### config.mk
export PLATFORM = sky130hd
export DESIGN_NAME = ss_ptr_bank_unit
export DESIGN_NICKNAME = d
export VERILOG_FILES = /design/src/rtl/ss_ptr_bank_unit_pkg.sv /design/src/rtl/ss_ptr_bank_unit_pend_fifo.sv /design/src/rtl/ss_ptr_bank_unit.sv
export SDC_FILE = /design/constraint.sdc
export NUM_CORES = 2
export LEC_CHECK = 0
export BUFFER_PORTS_ARGS = -buffer_cell sky130_fd_sc_hd__buf_2
export CORE_MARGIN = 3
export CORE_UTILIZATION = 45
export CTS_CLUSTER_DIAMETER = 200
export DETAILED_ROUTE_END_ITERATION = 7
export PLACE_DENSITY_LB_ADDON = 0.3
export SETUP_SLACK_MARGIN = 0.3
export SLEW_MARGIN = 20
export SYNTH_ARGS = -nofsm -noshare
export SYNTH_HDL_FRONTEND = slang
export SYNTH_SLANG_ARGS = --single-unit
### constraint.sdc
create_clock -name clk_i -period 10.4 [get_ports clk_i]
set_clock_uncertainty 0.05 [all_clocks]
set_input_delay 1.04 -clock clk_i [delete_from_list [all_inputs] [get_ports clk_i]]
set_output_delay 1.04 -clock clk_i [all_outputs]
set_load 0.02 [all_outputs]
### src/rtl/ss_ptr_bank_unit_pkg.sv
`default_nettype none
// ============================================================================
// Module : ss_ptr_bank_unit_pkg
// Brief  : Shared types for the shadow-stack pointer unit. Defines the
//          shadow-stack op encoding and the pending-op record kept in the
//          pending FIFO.
// Rev    : 1.0 - initial release
// ============================================================================
package ss_ptr_bank_unit_pkg;

  // Address / SSP width of the core this unit is built for.
  localparam int unsigned XLEN = 64;

  typedef logic [XLEN-1:0] xlen_t;

  typedef enum logic [2:0] {
    SS_PUSH    = 3'd0,
    SS_POP     = 3'd1,
    SS_POPCHK  = 3'd2,
    SS_RR      = 3'd3,
    SS_AMOSWAP = 3'd4
  } ss_op_e;

  // One issued-but-not-completed op: the bank it belongs to and the SSP
  // value that becomes architectural when it completes.
  typedef struct packed {
    logic [1:0] mode;
    xlen_t      ssp;
  } ss_pend_t;

endpackage
`default_nettype wire

### src/rtl/ss_ptr_bank_unit_pend_fifo.sv
`default_nettype none
// ============================================================================
// Module : ss_ptr_pend_fifo
// Brief  : Circular FIFO of pending shadow-stack ops.
// Ports  : clk_i, rst_ni      clock, async active-low reset
//          push_i, data_i     enqueue one entry
//          pop_i              dequeue the oldest entry (ignored when empty)
//          clear_i            discard every entry (after this cycle's pop)
//          data_o             oldest entry
//          full_o, empty_o    occupancy flags from registered count
// Rev    : 1.0 - initial release
// ============================================================================
module ss_ptr_pend_fifo
  import ss_ptr_bank_unit_pkg::*;
#(
  parameter int unsigned DEPTH = 4
) (
  input  logic     clk_i,
  input  logic     rst_ni,
  input  logic     push_i,
  input  ss_pend_t data_i,
  input  logic     pop_i,
  input  logic     clear_i,
  output ss_pend_t data_o,
  output logic     full_o,
  output logic     empty_o
);

  localparam int unsigned AW = $clog2(DEPTH);
  localparam logic [AW:0] DEPTH_CNT = (AW+1)'(DEPTH);

  ss_pend_t      mem [DEPTH];
  logic [AW-1:0] rd_ptr;
  logic [AW-1:0] wr_ptr;
  logic [AW:0]   count;
  logic          do_push;
  logic          do_pop;

  assign empty_o = (count == '0);
  assign full_o  = (count == DEPTH_CNT);
  assign data_o  = mem[rd_ptr];
  assign do_push = push_i & ~full_o;
  assign do_pop  = pop_i & ~empty_o;

  always_ff @(posedge clk_i or negedge rst_ni) begin
    if (!rst_ni) begin
      rd_ptr <= '0;
      wr_ptr <= '0;
      count  <= '0;
    end else if (clear_i) begin
      // A clear discards everything, including anything pushed this cycle.
      rd_ptr <= '0;
      wr_ptr <= '0;
      count  <= '0;
    end else begin
      if (do_push) wr_ptr <= wr_ptr + 1'b1;
      if (do_pop)  rd_ptr <= rd_ptr + 1'b1;
      case ({do_push, do_pop})
        2'b10:   count <= count + 1'b1;
        2'b01:   count <= count - 1'b1;
        default: count <= count;
      endcase
    end
  end

  // Storage needs no reset: entries are only read when count says valid.
  always_ff @(posedge clk_i) begin
    if (do_push && !clear_i) mem[wr_ptr] <= data_i;
  end

endmodule
`default_nettype wire

### src/rtl/ss_ptr_bank_unit.sv
`default_nettype none
// ============================================================================
// Module : ss_ptr_bank_unit
// Brief  : Shadow-stack pointer unit, one SSP bank per privilege mode.
//          Keeps speculative and architectural SSPs, generates the access
//          address of each op, bound-checks it and rolls back on flush.
// Ports  : clk_i/rst_ni            clock, async active-low reset
//          flush_i                 squash all uncompleted ops
//          mode_i                  current bank
//          op_valid_i/op_ready_o/op_i  op issue handshake
//          op_addr_o               access address of the issuing op
//          done_i                  oldest pending op completed
//          base_i/limit_i          bounds of current bank
//          csr_we_i/csr_mode_i/csr_wdata_i/csr_ready_o  CSR SSP write
//          ssp_o/spec_ssp_o        arch / spec SSP of mode_i
//          fault_o/fault_ovf_o     registered bound-violation pulse
// Rev    : 1.0 - initial release
// ============================================================================
module ss_ptr_bank_unit
  import ss_ptr_bank_unit_pkg::*;
#(
  parameter int unsigned NR_MODES   = 3,
  parameter int unsigned PEND_DEPTH = 4
) (
  input  logic       clk_i,
  input  logic       rst_ni,
  input  logic       flush_i,
  input  logic [1:0] mode_i,
  input  logic       op_valid_i,
  output logic       op_ready_o,
  input  ss_op_e     op_i,
  output xlen_t      op_addr_o,
  input  logic       done_i,
  input  xlen_t      base_i,
  input  xlen_t      limit_i,
  input  logic       csr_we_i,
  input  logic [1:0] csr_mode_i,
  input  xlen_t      csr_wdata_i,
  output logic       csr_ready_o,
  output xlen_t      ssp_o,
  output xlen_t      spec_ssp_o,
  output logic       fault_o,
  output logic       fault_ovf_o
);

  localparam xlen_t ENTRY_BYTES = xlen_t'(XLEN / 8);

  function automatic logic mode_ok(input logic [1:0] m);
    return 32'(m) < NR_MODES;
  endfunction

  xlen_t         arch_q [NR_MODES];
  xlen_t         spec_q [NR_MODES];
  xlen_t         arch_d [NR_MODES];
  xlen_t         spec_d [NR_MODES];

  xlen_t         cur_spec;
  xlen_t         new_ssp;
  logic [XLEN:0] wide;
  logic          violation;
  logic          is_push;
  logic          issue_ok;
  logic          accept;
  logic          fault_d;

  ss_pend_t      head;
  ss_pend_t      pend_in;
  logic          fifo_full;
  logic          fifo_empty;
  logic          fifo_pop;
  logic          csr_ok;

  // --------------------------------------------------------------------------
  // Current bank readout
  // --------------------------------------------------------------------------
  always_comb begin
    cur_spec   = '0;
    ssp_o      = '0;
    spec_ssp_o = '0;
    if (mode_ok(mode_i)) begin
      cur_spec   = spec_q[mode_i];
      ssp_o      = arch_q[mode_i];
      spec_ssp_o = spec_q[mode_i];
    end
  end

  // --------------------------------------------------------------------------
  // Address, next SSP and bound check. The extra top bit of 'wide' carries
  // the borrow/carry so a modulo wrap is always reported as a violation.
  // --------------------------------------------------------------------------
  always_comb begin
    wide      = {1'b0, cur_spec};
    new_ssp   = cur_spec;
    op_addr_o = cur_spec;
    violation = 1'b0;
    is_push   = 1'b0;
    case (op_i)
      SS_PUSH: begin
        is_push   = 1'b1;
        wide      = {1'b0, cur_spec} - {1'b0, ENTRY_BYTES};
        new_ssp   = wide[XLEN-1:0];
        op_addr_o = wide[XLEN-1:0];
        violation = wide[XLEN] | (wide[XLEN-1:0] < limit_i);
      end
      SS_POP, SS_POPCHK: begin
        wide      = {1'b0, cur_spec} + {1'b0, ENTRY_BYTES};
        new_ssp   = wide[XLEN-1:0];
        violation = wide[XLEN] | (wide[XLEN-1:0] > base_i);
      end
      default: ;
    endcase
  end

  assign op_ready_o  = ~fifo_full & ~flush_i & ~csr_we_i;
  assign csr_ready_o = fifo_empty;
  assign csr_ok      = csr_we_i & fifo_empty & mode_ok(csr_mode_i);
  assign issue_ok    = op_valid_i & op_ready_o & mode_ok(mode_i);
  assign accept      = issue_ok & ~violation;
  assign fault_d     = issue_ok & violation;
  assign fifo_pop    = done_i & ~fifo_empty;
  assign pend_in     = '{mode: mode_i, ssp: new_ssp};

  ss_ptr_pend_fifo #(
    .DEPTH (PEND_DEPTH)
  ) u_pend_fifo (
    .clk_i   (clk_i),
    .rst_ni  (rst_ni),
    .push_i  (accept),
    .data_i  (pend_in),
    .pop_i   (fifo_pop),
    .clear_i (flush_i),
    .data_o  (head),
    .full_o  (fifo_full),
    .empty_o (fifo_empty)
  );

  // --------------------------------------------------------------------------
  // Bank next-state. Order matters: completion first, so a same-cycle flush
  // restores speculative banks from the freshly committed values; the CSR
  // write is last because it can only coincide with an empty FIFO.
  // --------------------------------------------------------------------------
  always_comb begin
    arch_d = arch_q;
    spec_d = spec_q;
    if (fifo_pop && mode_ok(head.mode)) begin
      arch_d[head.mode] = head.ssp;
    end
    if (accept) begin
      spec_d[mode_i] = new_ssp;
    end
    if (flush_i) begin
      for (int m = 0; m < int'(NR_MODES); m++) begin
        spec_d[m] = arch_d[m];
      end
    end
    if (csr_ok) begin
      arch_d[csr_mode_i] = csr_wdata_i;
      spec_d[csr_mode_i] = csr_wdata_i;
    end
  end

  always_ff @(posedge clk_i or negedge rst_ni) begin
    if (!rst_ni) begin
      for (int m = 0; m < int'(NR_MODES); m++) begin
        arch_q[m] <= '0;
        spec_q[m] <= '0;
      end
      fault_o     <= 1'b0;
      fault_ovf_o <= 1'b0;
    end else begin
      arch_q      <= arch_d;
      spec_q      <= spec_d;
      fault_o     <= fault_d;
      fault_ovf_o <= fault_d & is_push;
    end
  end

endmodule
`default_nettype wire

==> metrics.log <==
[metrics] outcome: completed
[metrics] critical path class: in2reg
[metrics] drt first-iter violations: approximately 5500
[metrics] Synth async-reset ratio: approximately 60%
[metrics] post-synth cell types: between 90 and 100
[metrics] Main synth FF type: sky130_fd_sc_hd__dfrtp_1
[metrics] cell-by-cell trace of the critical path: clkbuf_8, mux2i_1, o2bb2ai_1, inv_1, ha_1, nor4b_1, nand2_1, nor4_2, buf_4, nand2_1, xnor2_1, ha_1, a21o_1, a21o_1, a2111oi_0, a21oi_1, nor3_1, a21oi_4, a21oi_1, fa_1, or4b_2, a2111o_1, nand3_1
[metrics] Std-Cell Core Area: around 90000 um2
[metrics] ports placed on the boundary: approximately 400
[metrics] static leakage: ~0.018 uW
[metrics] Setup crit start kind: input port
[metrics] CTS buffer count: between 60 and 70
[metrics] CTS H-tree lvls: 3
[metrics] Syn Inst Count: between 4000 and 5000
[metrics] largest net degree at the start of global routing: roughly 130
[metrics] total via count in the routed design: around 37000
[metrics] first-pass GRT wire length: 241 mm
[metrics] maximum achievable frequency: around 110 MHz
[metrics] Maximum Capacitance Violations: 0
[metrics] Post-Route WL: between 150 and 200 mm
[metrics] synthesized area divided by synthesized cell count: between 9 and 10 um2
[metrics] Final Hold Vio Count: 0
[metrics] DRC: 0
[metrics] Detailed Routing Iterations Pass 1: 8
[metrics] minimum clock period: 8.76 ns
[metrics] Setup TNS: 0 ns
[metrics] required time reported for the critical path endpoint: around 11 ns
[metrics] post_cts resized: 0
[metrics] Synthesis Warnings: 0
[metrics] Worst Path Buf+Inv: 3
[metrics] postcts setup bufs: 0
[metrics] total number of nets in the final design: about 4700
[metrics] reg-to-reg critical path endpoint: u_pend_fifo.count[2]
[metrics] portion of the clock cycle consumed by the worst path in the final layout: 84.2%
[metrics] power density cells: 251 nW/um2
[metrics] startpoint of the lowest-slack register-to-register path: spec_q[3]
[metrics] clock tree from TritonCTS: built
[metrics] Placed Area: 43600 um2
[metrics] vias in the first global route: around 35000
[metrics] routed length per instance: just under 30 um
[metrics] Final HPWL DP: between 100 and 150 mm
[metrics] endpoints failing setup: 0
[metrics] quantity of I/O buffers inserted on ports: 400
[metrics] maximum fanout encountered on the critical timing path: 64
[metrics] layout overhead on the synthesized area: 14.4%
[metrics] Max Buffers Root-to-Sink: 3
[metrics] count of final max-slew check failures: 0
[metrics] flop2flop setup slack: roughly 2.5 ns
[metrics] cell with the largest stage delay on the worst path: sky130_fd_sc_hd__nor4b_1
[metrics] Overflow after GRT: 0
[metrics] cell chosen for the clock root: sky130_fd_sc_hd__clkbuf_16
[metrics] number of nets with antenna violations after routing: 0
[metrics] critical path's largest stage delay: roughly 0.81 ns
[metrics] placer congestion estimate: just over 1
[metrics] effective utilization at floorplan: a little under half
[metrics] CP delay by family, top: simple AND/OR/NAND/NOR gates
[metrics] die height: roughly 300 um
[metrics] Clock Pin Slew Worst Setup and Hold Paths: ~0.07 ns
[metrics] Crit. End Element: register
[metrics] Final Worst Setup Slack: roughly 1.6 ns
[metrics] measured slew at the worst slew-check pin: ~1.3 ns
[metrics] total non-filler cell area in the finished layout: approximately 46000 um2
[metrics] RSZ-0062 raised after global routing: false
[metrics] Post-Synthesis Cell Area: about 40000 um2
[metrics] CTS sink count: about 660
[metrics] worst-skew pair later-pin latency: between 0.6 and 0.7 ns
[metrics] dpl ws: between 1 and 1.5 ns
[metrics] Post-synth EDFFs: ~260
[metrics] max_slew headroom: between 10% and 20%
[metrics] worst hold slack across all endpoints: 0.355 ns
[metrics] all-layer global routing usage: 34.9%
[metrics] vias per cell: 6.52
[metrics] VDD IR max: between 0.0001 and 0.00015 V
[metrics] Total Die Area: 92900 um2
[metrics] row cnt: approximately 110
[metrics] hold buffer count at cts: 0
[metrics] Worst Path Arrival: ~9 ns
[metrics] number of nets in the synthesized netlist: 4433
[metrics] Worst Hold Class: in2async
[metrics] FF+latch count, synth: 657
[metrics] ratio of cells with drive above 1 in the final layout: 17.7%
[metrics] proportion of synthesized chip area in sequential cells: between 40 and 50%
[metrics] die boundary width: approximately 300 um
[metrics] initial antenna violation count: 21
[metrics] cells on worst reg2reg path: 22
sequential cells by signal, indices dropped and copies added, names as in the netlist:
| register | flops |
|---|---|
| u_pend_fifo.mem | 264 |
| arch_q | 192 |
| spec_q | 192 |
| u_pend_fifo.count | 3 |
| u_pend_fifo.rd_ptr | 2 |
| u_pend_fifo.wr_ptr | 2 |
| fault_o | 1 |
| fault_ovf_o | 1 |
Yosys cell counts, types with 11 or more instances:
| cell type | count | share of area (%) |
|---|---|---|
| sky130_fd_sc_hd__inv_1 | 170 | 1.6 |
| sky130_fd_sc_hd__clkbuf_1 | 204 | 1.9 |
| sky130_fd_sc_hd__and3_1 | 58 | 0.90 |
| sky130_fd_sc_hd__buf_1 | 40 | 0.37 |
| sky130_fd_sc_hd__a311o_1 | 61 | 1.5 |
| sky130_fd_sc_hd__inv_2 | 12 | 0.11 |
| sky130_fd_sc_hd__dfrtp_1 | 393 | 24 |
| sky130_fd_sc_hd__nand3_1 | 118 | 1.5 |
| sky130_fd_sc_hd__nor2_1 | 384 | 3.6 |
| sky130_fd_sc_hd__o311a_1 | 13 | 0.32 |
| sky130_fd_sc_hd__mux4_2 | 66 | 3.7 |
| sky130_fd_sc_hd__a21oi_1 | 350 | 4.4 |
| sky130_fd_sc_hd__nor4_1 | 43 | 0.67 |
| sky130_fd_sc_hd__or3_1 | 38 | 0.59 |
| sky130_fd_sc_hd__edfxtp_1 | 264 | 20 |
| sky130_fd_sc_hd__o22ai_1 | 11 | 0.17 |
| sky130_fd_sc_hd__buf_2 | 29 | 0.36 |
| sky130_fd_sc_hd__xnor2_1 | 158 | 3.4 |
| sky130_fd_sc_hd__o21ai_0 | 202 | 2.5 |
| sky130_fd_sc_hd__o2bb2ai_1 | 32 | 0.70 |
| sky130_fd_sc_hd__mux2i_1 | 322 | 8.0 |
| sky130_fd_sc_hd__buf_4 | 15 | 0.28 |
| sky130_fd_sc_hd__o211ai_1 | 106 | 2.0 |
| sky130_fd_sc_hd__nand4_1 | 68 | 1.1 |
| sky130_fd_sc_hd__ha_1 | 134 | 4.2 |
| sky130_fd_sc_hd__a211oi_1 | 39 | 0.73 |
| sky130_fd_sc_hd__nor3_1 | 90 | 1.1 |
| sky130_fd_sc_hd__a21o_1 | 26 | 0.49 |
| sky130_fd_sc_hd__xor2_1 | 70 | 1.5 |
| sky130_fd_sc_hd__or4_1 | 17 | 0.32 |
| sky130_fd_sc_hd__nand2_1 | 351 | 3.3 |
| sky130_fd_sc_hd__and2_1 | 22 | 0.34 |
per-stage QoR:
stage               std cells  util, %  total power [uW]
floorplan                4093        -              7010
global placement         5476     49.7              8760
detailed placement       5476     49.7              8830
CTS                      5598     52.4             11400
global route             5605     52.4             12100
finish                   5610     52.4             11600
layout by cell type (no fill, tap or decap), types with 41 or more instances in the layout:
master	instances
sky130_fd_sc_hd__xor2_1	70
sky130_fd_sc_hd__mux2i_1	322
sky130_fd_sc_hd__a311o_1	61
sky130_fd_sc_hd__buf_4	114
sky130_fd_sc_hd__edfxtp_1	264
sky130_fd_sc_hd__ha_1	134
sky130_fd_sc_hd__a21oi_1	349
sky130_fd_sc_hd__nor2_1	378
sky130_fd_sc_hd__nand3_1	117
sky130_fd_sc_hd__o211ai_1	106
sky130_fd_sc_hd__nand4_1	68
sky130_fd_sc_hd__mux4_2	66
sky130_fd_sc_hd__o21ai_0	200
sky130_fd_sc_hd__and3_1	54
sky130_fd_sc_hd__inv_1	170
sky130_fd_sc_hd__nor3_1	87
sky130_fd_sc_hd__nor4_1	41
sky130_fd_sc_hd__dfrtp_1	391
sky130_fd_sc_hd__nand2_1	347
sky130_fd_sc_hd__xnor2_1	156
sky130_fd_sc_hd__buf_2	397
sky130_fd_sc_hd__clkbuf_16	68
worst reg2reg max path: cells and delay by family (launching register included):
kind,cells,cell delay (ns)
and+or+nand+nor,7,2.94
AOI/OAI and AO/OA,8,2.45
adders and majority gates,3,0.87
buffers and inverters,2,0.55
muxes,1,0.51
DFF,1,0.38
xor gates and xnor gates,1,0.13
final cells by class:
type	instances	area (um2)
fillers	7898	41700
multi-input cells	2955	20700
flip-flops and latches	657	17800
repair buffers	523	3070
clock buffers	79	1770
well taps	1155	1450
inverters	186	701
clock inverters	43	539
diodes	12	30.0
how the worst max path moves through the flow:
stage,start,to,slack [ns],cells past startpoint
2_1_floorplan,mode_i[1],u_pend_fifo.mem[0][0],1.54,27
3_3_place_gp,mode_i[1],u_pend_fifo.count[2],1.30,23
3_5_place_dp,mode_i[0],u_pend_fifo.count[2],1.20,22
4_1_cts,mode_i[0],u_pend_fifo.count[2],1.79,22
5_1_grt,mode_i[0],u_pend_fifo.mem[1][31],1.45,25
6_report,mode_i[1],u_pend_fifo.count[2],1.64,23
report_power, final:
part | internal [uW] | leakage [uW] | switching, uW | total [uW]
clock network | 1500 | 0.00112 | 1080 | 2590
registers | 3520 | 0.00692 | 494 | 4020
logic | 1710 | 0.0104 | 3250 | 4960
cell families after synthesis:
family	count (synthesis)	share of synthesized area, %
compound gates	944	15.2
simple gates	1258	14.7
fa+ha+maj	135	4.22
flops	657	44.2
buf+inv	481	4.85
xor+xnor	228	4.97
mux	390	11.8
per-layer routing:
layer / vias to the layer above / share of wire, % / GRT usage, %
met2: 2707 / 43 / 52.0
met5: - / 0.029 / 0
li1: 15500 / - / -
met1: 17800 / 39 / 47.5
met4: 8 / 4.7 / 14.9
met3: 476 / 13 / 10.1
Power figures use the tool's default switching activity.
